**src/rtl/alu_result_if.sv**
```systemverilog
// Handshake bundle between an adder-subtractor, the alu_result_stage and its consumer.
// Slave modport is the stage's view; master modport drives the stage.
interface alu_result_if #(
    parameter int WIDTH = 64,
    parameter int CNT_W = 16
);
    logic             in_valid;
    logic             in_ready;
    logic             in_mode;
    logic             in_op1_msb;
    logic             in_op2_msb;
    logic [WIDTH-1:0] in_result;
    logic             in_carry_out;
    logic             out_valid;
    logic             out_ready;
    logic [WIDTH-1:0] out_result;
    logic [3:0]       out_flags;
    logic             clr_count;
    logic [CNT_W-1:0] ovf_count;

    modport slave (
        input  in_valid, in_mode, in_op1_msb, in_op2_msb, in_result, in_carry_out,
        input  out_ready, clr_count,
        output in_ready, out_valid, out_result, out_flags, ovf_count
    );

    modport master (
        output in_valid, in_mode, in_op1_msb, in_op2_msb, in_result, in_carry_out,
        output out_ready, clr_count,
        input  in_ready, out_valid, out_result, out_flags, ovf_count
    );
endinterface

```
**src/rtl/alu_result_stage.sv**
```systemverilog
// Flag generation plus 2-entry output FIFO and saturating overflow counter for an adder-subtractor.
// Optional macro ALU_RESULT_SAT_EN clamps overflowing results to the signed extreme.
module alu_result_stage #(
    parameter int WIDTH = 64,
    parameter int CNT_W = 16
) (
    input logic          clk,
    input logic          rst,
    alu_result_if.slave  bus
);
    localparam int EW = WIDTH + 4;

    logic [EW-1:0]    mem [2];
    logic             rd_ptr;
    logic             wr_ptr;
    logic [1:0]       count;
    logic [CNT_W-1:0] ovf_cnt;

    logic             push;
    logic             pop;
    logic             ovf;
    logic             carry;
    logic [WIDTH-1:0] final_result;
    logic [3:0]       flags;

    assign bus.in_ready  = (count < 2'd2);
    assign bus.out_valid = (count != 2'd0);
    assign push = bus.in_valid && bus.in_ready;
    assign pop  = bus.out_valid && bus.out_ready;

    always_comb begin
        carry = bus.in_carry_out;
        ovf   = 1'b0;
        if (bus.in_mode)
            ovf = (bus.in_op1_msb != bus.in_op2_msb) && (bus.in_result[WIDTH-1] != bus.in_op1_msb);
        else
            ovf = (bus.in_op1_msb == bus.in_op2_msb) && (bus.in_result[WIDTH-1] != bus.in_op1_msb);
    end

`ifdef ALU_RESULT_SAT_EN
    always_comb begin
        final_result = bus.in_result;
        if (ovf)
            final_result = bus.in_op1_msb ? {1'b1, {(WIDTH-1){1'b0}}} : {1'b0, {(WIDTH-1){1'b1}}};
    end
`else
    assign final_result = bus.in_result;
`endif

    assign flags = {final_result[WIDTH-1], (final_result == '0), carry, ovf};

    // Head entry drives the outputs directly, so it stays put while stalled.
    assign bus.out_result = mem[rd_ptr][EW-1:4];
    assign bus.out_flags  = mem[rd_ptr][3:0];
    assign bus.ovf_count  = ovf_cnt;

    always_ff @(posedge clk or posedge rst) begin
        if (rst) begin
            for (int unsigned i = 0; i < 2; i++)
                mem[i] <= '0;
            rd_ptr <= 1'b0;
            wr_ptr <= 1'b0;
            count  <= 2'd0;
        end else begin
            if (push) begin
                mem[wr_ptr] <= {final_result, flags};
                wr_ptr      <= ~wr_ptr;
            end
            if (pop)
                rd_ptr <= ~rd_ptr;
            if (push && !pop)
                count <= count + 2'd1;
            else if (pop && !push)
                count <= count - 2'd1;
        end
    end

    always_ff @(posedge clk or posedge rst) begin
        if (rst)
            ovf_cnt <= '0;
        else if (bus.clr_count)
            ovf_cnt <= '0;
        else if (push && ovf && (ovf_cnt != '1))
            ovf_cnt <= ovf_cnt + 1'b1;
    end
endmodule

```
**src/flat_wrapper.sv**
```systemverilog
// flat-port wrapper written by rule: the top's interface ports become plain ports
module alu_result_stage_flat 
#(
    parameter int WIDTH = 64,
    parameter int CNT_W = 16
)
  (clk, rst, bus_in_valid, bus_in_mode, bus_in_op1_msb, bus_in_op2_msb, bus_in_result, bus_in_carry_out, bus_out_ready, bus_clr_count, bus_in_ready, bus_out_valid, bus_out_result, bus_out_flags, bus_ovf_count);
  alu_result_if #(.WIDTH(WIDTH), .CNT_W(CNT_W)) bus_i ();
  input logic clk;
  input logic rst;
  input wire logic [$bits(bus_i.in_valid)-1:0] bus_in_valid;
  input wire logic [$bits(bus_i.in_mode)-1:0] bus_in_mode;
  input wire logic [$bits(bus_i.in_op1_msb)-1:0] bus_in_op1_msb;
  input wire logic [$bits(bus_i.in_op2_msb)-1:0] bus_in_op2_msb;
  input wire logic [$bits(bus_i.in_result)-1:0] bus_in_result;
  input wire logic [$bits(bus_i.in_carry_out)-1:0] bus_in_carry_out;
  input wire logic [$bits(bus_i.out_ready)-1:0] bus_out_ready;
  input wire logic [$bits(bus_i.clr_count)-1:0] bus_clr_count;
  output wire logic [$bits(bus_i.in_ready)-1:0] bus_in_ready;
  output wire logic [$bits(bus_i.out_valid)-1:0] bus_out_valid;
  output wire logic [$bits(bus_i.out_result)-1:0] bus_out_result;
  output wire logic [$bits(bus_i.out_flags)-1:0] bus_out_flags;
  output wire logic [$bits(bus_i.ovf_count)-1:0] bus_ovf_count;
  assign bus_i.in_valid = bus_in_valid;
  assign bus_i.in_mode = bus_in_mode;
  assign bus_i.in_op1_msb = bus_in_op1_msb;
  assign bus_i.in_op2_msb = bus_in_op2_msb;
  assign bus_i.in_result = bus_in_result;
  assign bus_i.in_carry_out = bus_in_carry_out;
  assign bus_i.out_ready = bus_out_ready;
  assign bus_i.clr_count = bus_clr_count;
  assign bus_in_ready = bus_i.in_ready;
  assign bus_out_valid = bus_i.out_valid;
  assign bus_out_result = bus_i.out_result;
  assign bus_out_flags = bus_i.out_flags;
  assign bus_ovf_count = bus_i.ovf_count;
  alu_result_stage #(.WIDTH(WIDTH), .CNT_W(CNT_W)) u_core (.clk(clk), .rst(rst), .bus(bus_i));
endmodule
```
**config.mk**
```make
export PLATFORM = sky130hd
export DESIGN_NAME = alu_result_stage_flat
export DESIGN_NICKNAME = d
export VERILOG_FILES = /design/src/rtl/alu_result_if.sv /design/src/rtl/alu_result_stage.sv /design/src/flat_wrapper.sv
export SDC_FILE = /design/constraint.sdc
export NUM_CORES = 1
export LEC_CHECK = 0
export CAP_MARGIN = 25
export CORE_MARGIN = 1.5
export CORE_UTILIZATION = 50
export CTS_CLUSTER_SIZE = 12
export DETAILED_ROUTE_END_ITERATION = 7
export GPL_ROUTABILITY_DRIVEN = 0
export GPL_TIMING_DRIVEN = 0
export PLACE_DENSITY = 0.8
export SYNTH_ARGS = -nofsm -noshare
export SYNTH_HDL_FRONTEND = slang
export SYNTH_SLANG_ARGS = --single-unit
```
**constraint.sdc**
```tcl
create_clock -name clk -period 13.76 [get_ports clk]
set_clock_uncertainty 0.2 [all_clocks]
set_input_delay 2.064 -clock clk [delete_from_list [all_inputs] [get_ports clk]]
set_output_delay 2.064 -clock clk [all_outputs]
set_load 0.02 [all_outputs]
```
==> results.md, run 1 <==
* GRT Residual Overflow at 0
* Number of synthesized flops with an enable pin at 0
* Vias per cell at about 5.5
* I/O pins at roughly 160
* Ys flop type: dfrtp_1
* Clk_lat worst skew at ~400 ps
* Most used cell along the critical path: buf_1
* RSZ-0062 raised after global routing: false
* Post-route cell area at 9440 um^2
* Seq pwr share at 32.4%
* Number of port buffers at 158
* Post-synthesis cell area at 7010 um^2
* Post-synth top area share at between 50% and 60%
* Hold Path Class: register to register
* Die area at between 10000 and 15000 um^2
* CTS resizes at 0
* Yosys reg bits at between 150 and 200
* GR Layer Usage met2 at 39.9%
* MaxCap Viol Count at 0
* Critical path required time at roughly 12000 ps
* CTS root buf: clkbuf_16
* FF-to-FF Start: u_core.count[1]
* Gr busiest metal: met2
* Final setup viols at 0
* Status: finished, final reports clean
* Origin of the worst setup path: u_core.rd_ptr
* Clk pwr share at between 10% and 20%
* Synth unique cells at 43
* Post-Syn Area per Cell at around 14 um^2
* Placed Instance Area at 8850 um^2
* Psw at between 0.0007 and 0.0008 W
* Most frequent cell after synthesis: mux2_2
* Period minus WS final at between 5000 and 6000 ps
* Initial Utilization at between 50% and 60%
* Crit. End Element: output pin
* WHS at roughly 290 ps
* Setup tns final at 0 ps
* Comb power frac at between 40% and 50%
* Met3 Resource Use GR at under 10%
* Die X at 121 um
* Worst-path clk slew at about 60 ps
* Clock sinks at 154
* Maximum fanout along the worst path at 10
* Pre-Repair DR Iteration Count at 4
* Power per cell area at 248 nW/um^2
* Layout Nets at between 700 and 800
* Max Fclk at roughly 190 MHz
* Crit path buffers/inverters at 5
* Switching portion of total power at 33.1%
* Met1 Resource Use GR at between 20% and 30%
* Synth top area cells: dfrtp_1, mux2_2, nor4_1, xor2_1, nor2_1
* CP Launch Type: register
* Fin. max-slew vios at 0
* Register area share after synthesis at 55.0%
* Hold Path Origin: u_core.mem[0]
* ANT nets after route at 0
* Max Buffers Root-to-Sink at 2
* Antenna diode count at 0
* Internal at 0.00157 W
* Hold_buf cts at 0
* Post-DP HPWL at 11.6 mm
* Syn-to-layout area delta at 34.6%
* DRC Markers at 0
* Largest net degree at the start of global routing at 86
* Non-Filler Instances at about 870
* Rel. slew slack at 46.8%
* Top post-synthesis cells by count: mux2_2, dfrtp_1, nor4_1
* Clock buffer count from CTS at 17
* CP cell instances: clkbuf_1 > buf_1 > buf_1 > mux2_2 > buf_4 > clkdlybuf4s50_1
* Post-Route WL at between 15 and 20 mm
* Core ar. at between 10000 and 15000 um^2
* Critical Path AT at 3110 ps
* Peak supply drop at 0.156 mV
* H-tree lvl count at 4
* Gate Count Post-Synth at ~500
* CTS tree: done
* Leakage at about 3.9 nW
* Total GRT Usage at a little under a quarter
* DR iter-0 viols at around 190
* Delay-heaviest family, CP: buffers and inverters
* Overall via count from detail_route at between 4000 and 5000
* Slowest cell on the critical path: buf_1
* Setup Fix Bufs, Post-CTS at 0
* Avg WL per Cell at about 19 um
* Worst slew pin tran at about 800 ps
* PnR Total Power at about 0.0023 W
* First-pass GRT wire length at about 27 mm
* Placed insts at about 830
* Critical path class: register to output pin
* Fin crit share at between 30% and 40%
* Die height at between 100 and 150 um
* Syn nets at 570
* Vias in the first global route at a little over 5000
* Fraction of layout cells with a size suffix above 1 at a little under two fifths
* Critical path's largest stage delay at roughly 580 ps
* Area leader, netlist: dfrtp_1
* Initial antenna violation count at 0
* Final Hold Fails at 0
* Synth Warn # at 0
* Async SR Flop Fraction at between 90% and 100%
* Num rows at 43
stage by stage:
step	util [%]	setup slack, ps
3_5_place_dp	64.3	8840
5_1_grt	68.5	8180
2_1_floorplan	-	7350
4_1_cts	68.5	8350
6_report	68.5	8390
3_3_place_gp	64.0	5530
power by group through the flow:
stage / clock [W] / combinational, W / sequential [W]
after CTS: 0.000463 / 0.00114 / 0.000758
after global placement: 0 / 0.00111 / 0.000746
after global routing: 0.000486 / 0.00119 / 0.000785
after detailed placement: 0 / 0.00113 / 0.000764
final: 0.000455 / 0.00113 / 0.000759
after floorplan: 0 / 0.000711 / 0.000731
tightest hold or removal path, stage by stage (launching register included):
cell and delay (ps):
dfrtp_1 350, nand2_1 50, o21ai_0 60
flip-flops by register name (all words and copies together), names as in the netlist:
| signal | count |
|---|---|
| u_core.bus.ovf_count | 16 |
| u_core.count | 2 |
| u_core.mem | 134 |
| u_core.rd_ptr | 1 |
| u_core.wr_ptr | 1 |
kinds of logic after synthesis:
group	synth area share (%)
multiplexers	32.8
flip-flops	55.0
AND/OR/NAND/NOR	6.17
buffers and inverters	1.89
AO/OA/AOI/OAI	2.00
XOR/XNOR	1.87
adder cells (fa/ha/maj)	0.357
area by class of cell:
type / count / area, um^2
fillers: 985 / 4330
clock buffers: 26 / 529
flip-flops and latches: 154 / 3850
multi-input cells: 312 / 3030
inverters: 2 / 12.5
clock inverters: 6 / 58.8
repair buffers: 159 / 1610
well taps: 180 / 225
plain buffers: 27 / 125
worst paths after layout:
check / to / slack (ps) / cells after the start
max reg2reg: u_core.mem[106] / 11310 / 6
min reg2reg: u_core.mem[0] / 290 / 2
min: u_core.mem[0] / 290 / 2
min in group asynchronous: u_core.mem[87] / 1970 / 2
max in group asynchronous: u_core.mem[115] / 10540 / 3
max: bus_out_result[63] / 8390 / 6
layout by cell type, fill, tap and decap left out, types with 3 or more instances in the layout:
cell             Yosys  routed
mux2i_1              3       3
nor2b_1              4       4
xor2_1              11      11
buf_1               10      10
nand3_1              5       5
xnor2_1              4       4
dfrtp_1            154     154
clkdlybuf4s50_1      0     158
clkbuf_8             0       7
buf_2               10      10
a21oi_1              3       3
mux2_2             200     200
nand4_1              4       4
nor4_1              19      19
clkbuf_1             5       7
nor2_1              17      17
o211ai_1             4       4
clkinv_2             0       4
nand2_1              8       8
clkbuf_16            0      17
metal layers:
| layer | part of all wire (%) | wire, um | vias to the layer above |
|---|---|---|---|
| met1 | 44 | 7200 | 2414 |
| met4 | 2.1 | 344 | 0 |
| met3 | 5.0 | 824 | 23 |
| met2 | 49 | 8140 | 134 |
| met5 | 0 | 0 | - |
| li1 | - | - | 2153 |
Power figures use the tool's default switching activity.
==> run 2: changes to the inputs <==
--- a/config.mk
+++ b/config.mk
@@ -7,12 +7,12 @@
 export LEC_CHECK = 0
 export CAP_MARGIN = 25
 export CORE_MARGIN = 1.5
-export CORE_UTILIZATION = 50
+export CORE_UTILIZATION = 46
 export CTS_CLUSTER_SIZE = 12
 export DETAILED_ROUTE_END_ITERATION = 7
 export GPL_ROUTABILITY_DRIVEN = 0
 export GPL_TIMING_DRIVEN = 0
-export PLACE_DENSITY = 0.8
+export PLACE_DENSITY = 0.77
 export SYNTH_ARGS = -nofsm -noshare
 export SYNTH_HDL_FRONTEND = slang
 export SYNTH_SLANG_ARGS = --single-unit
==> constraint.sdc (replaced) <==
create_clock -name clk -period 4.45 [get_ports clk]
set_clock_uncertainty 0.2 [all_clocks]
set_input_delay 0.6675 -clock clk [delete_from_list [all_inputs] [get_ports clk]]
set_output_delay 0.6675 -clock clk [all_outputs]
set_load 0.02 [all_outputs]
==> results.md, run 2 (synthesis gave the netlist of run 1 again) <==
* Placed Instance Area at 8910 um^2 (+0.64%)
* Worst slew pin tran at 745 ps (-52.5 ps)
* Delay-heaviest family, CP: buffers and inverters
* CTS resizes at 0 (unchanged)
* Avg WL per Cell at 19.3 um (+1.3%)
* Hold Path Class: register to register
* Critical path's largest stage delay at 590 ps (about the same)
* Setup tns final at 0 ps (unchanged)
* CP cell instances: clkbuf_1 > buf_1 > buf_1 > mux2_2 > buf_4 > clkdlybuf4s50_1
* Critical path required time at 3580 ps (-7920 ps)
* Layout Nets at 751 (+0.40%)
* R2r setup slk at 1820 ps (-9490 ps)
* Antenna diode count at 0 (unchanged)
* Leakage at 3.94 nW (+0.90%)
* Clk_lat worst skew at 420 ps (about the same)
* Num rows at 44 (+2.3%)
* Most used cell along the critical path: buf_1
* Critical Path AT at 3150 ps (+40 ps)
* Slowest cell on the critical path: buf_1
* Rel. slew slack at 50.3% (+3.5 points)
* MaxCap Viol Count at 0 (unchanged)
* Crit. End Element: output pin
* Number of flip-flops under the largest register name at 134 (unchanged)
* Die area at 16000 um^2 (+8.5%)
* Fin. max-slew vios at 0 (unchanged)
* Worst-path clk slew at 60 ps (about the same)
* Final core occ at 65.0% (-3.5 points)
* Most common cell after layout, fill and taps aside: mux2_2
* Biggest register: u_core.mem
* Max Buffers Root-to-Sink at 2 (unchanged)
* Syn-to-layout area delta at 36.3%
* WHS at 278 ps (-14.1 ps)
* H-tree lvl count at 4 (unchanged)
* Final setup viols at 0 (unchanged)
* Pre-Repair DR Iteration Count at 4 (unchanged)
* Largest net degree at the start of global routing at 42 (-51%)
* Setup Fix Bufs, Post-CTS at 0 (unchanged)
* Hold_buf cts at 0 (unchanged)
* Post-Route WL at 16.9 mm (+2.1%)
* Fin crit share at approximately nine tenths
* Critical path class: register to output pin
* Fraction of layout cells with a size suffix above 1 at 37.9% (+0.42 points)
* PnR worst setup slack at 437 ps (-7950 ps)
* GRT Residual Overflow at 0 (unchanged)
* Peak supply drop at 0.428 mV (+170%)
* Die height at 126 um (+4.2%)
* Setup WS pre-CTS at 849 ps (-7990 ps)
* Initial antenna violation count at 0 (unchanged)
* Vias in the first global route at 5191 (+1.0%)
* Status: finished, final reports clean
* Post-DP HPWL at 12.1 mm (+4.1%)
* CTS root buf: clkbuf_16
* CTS tree: done
* Post-route cell area at 9560 um^2 (+1.2%)
* DR iter-0 viols at 184 (-1.6%)
* Power per cell area at 778 nW/um^2 (+210%)
* Number of port buffers at 158 (unchanged)
* Clock buffer count from CTS at 17 (unchanged)
* First-pass GRT wire length at 27.5 mm (+2.9%)
* Max Fclk at about 250 MHz
* CP Launch Type: register
* Die X at 126 um (+4.2%)
* Initial Utilization at 47.7% (-3.2 points)
* Most frequent cells in the layout: mux2_2, clkdlybuf4s50_1, dfrtp_1, nor4_1
* Total GRT Usage at 22.1% (-1.6 points)
* Core ar. at 14700 um^2 (+6.7%)
* DRC Markers at 0 (unchanged)
* Maximum fanout along the worst path at 10 (unchanged)
* Final Hold Fails at 0 (unchanged)
* Clock sinks at 154 (unchanged)
* Vias per cell at 5.44 (-0.28%)
* Crit path buffers/inverters at 5 (unchanged)
* I/O pins at 159 (unchanged)
* RSZ-0062 raised after global routing: false
* Overall via count from detail_route at 4749 (+0.53%)
* Period minus WS final at 4010 ps
* ANT nets after route at 0 (unchanged)
==> run 2: cell count changes in the layout (fill, tap and decap cells not counted), sizes merged <==
cell and change:
buf +3, bufinv +4, clkbuf -8, clkinvlp +3
inv +1
==> run 2: final cells by class <==
cell class | count | area, um^2
flip-flops and latches | 154 | 3850
plain buffers | 27 | 125
repair buffers | 162 | 1660
well taps | 184 | 230
inverters | 2 | 11.3
clock inverters | 14 | 219
fillers | 1105 | 5140
clock buffers | 18 | 429
multi-input cells | 312 | 3030
==> run 2: per-layer routing <==
metal	routed length [um]	vias up	global-route usage, %
met3	638	23	4.26
li1	-	2159	-
met4	332	0	8.25
met2	8460	125	38.1
met5	0	-	0
met1	7430	2442	27.8
==> run 2: power by group <==
part	switching [W]	total (W)	internal, W
Sequential	0.000306	0.00235	0.00204
Clock	0.000582	0.00158	0.000999
Combinational	0.00157	0.00350	0.00193
Total	0.00246	0.00743	0.00497
==> run 2: worst paths after layout <==
check	depth (start not counted)	from	end
setup / recovery	6	u_core.rd_ptr	bus_out_result[63]
hold / removal	2	u_core.mem[0]	u_core.mem[0]
setup reg to reg	6	u_core.count[1]	u_core.mem[104]
hold reg to reg	2	u_core.mem[0]	u_core.mem[0]
max in group asynchronous	5	rst	u_core.mem[51]
min in group asynchronous	2	rst	u_core.mem[12]
==> run 2: worst register-to-register path, stage by stage (launching register included) <==
cell      delay, ps
dfrtp_1         430
nor2b_1         330
nor2b_1         180
clkbuf_1        260
buf_2           350
buf_2           380
mux2_2          390
==> run 2: stage by stage <==
step | cells | total power (W)
after floorplan | 495 | 0.00446
after global placement | 837 | 0.00575
after detailed placement | 841 | 0.00588
after CTS | 873 | 0.00748
after global routing | 873 | 0.00780
final | 873 | 0.00743
==> run 3: changes to the inputs <==
--- a/config.mk
+++ b/config.mk
@@ -5,6 +5,7 @@
 export SDC_FILE = /design/constraint.sdc
 export NUM_CORES = 1
 export LEC_CHECK = 0
+export ABC_CLOCK_PERIOD_IN_PS = 4450
 export CAP_MARGIN = 25
 export CORE_MARGIN = 1.5
 export CORE_UTILIZATION = 46
==> results of run 3 <==
Final layout, timing and power as in run 2 (identical DEF).
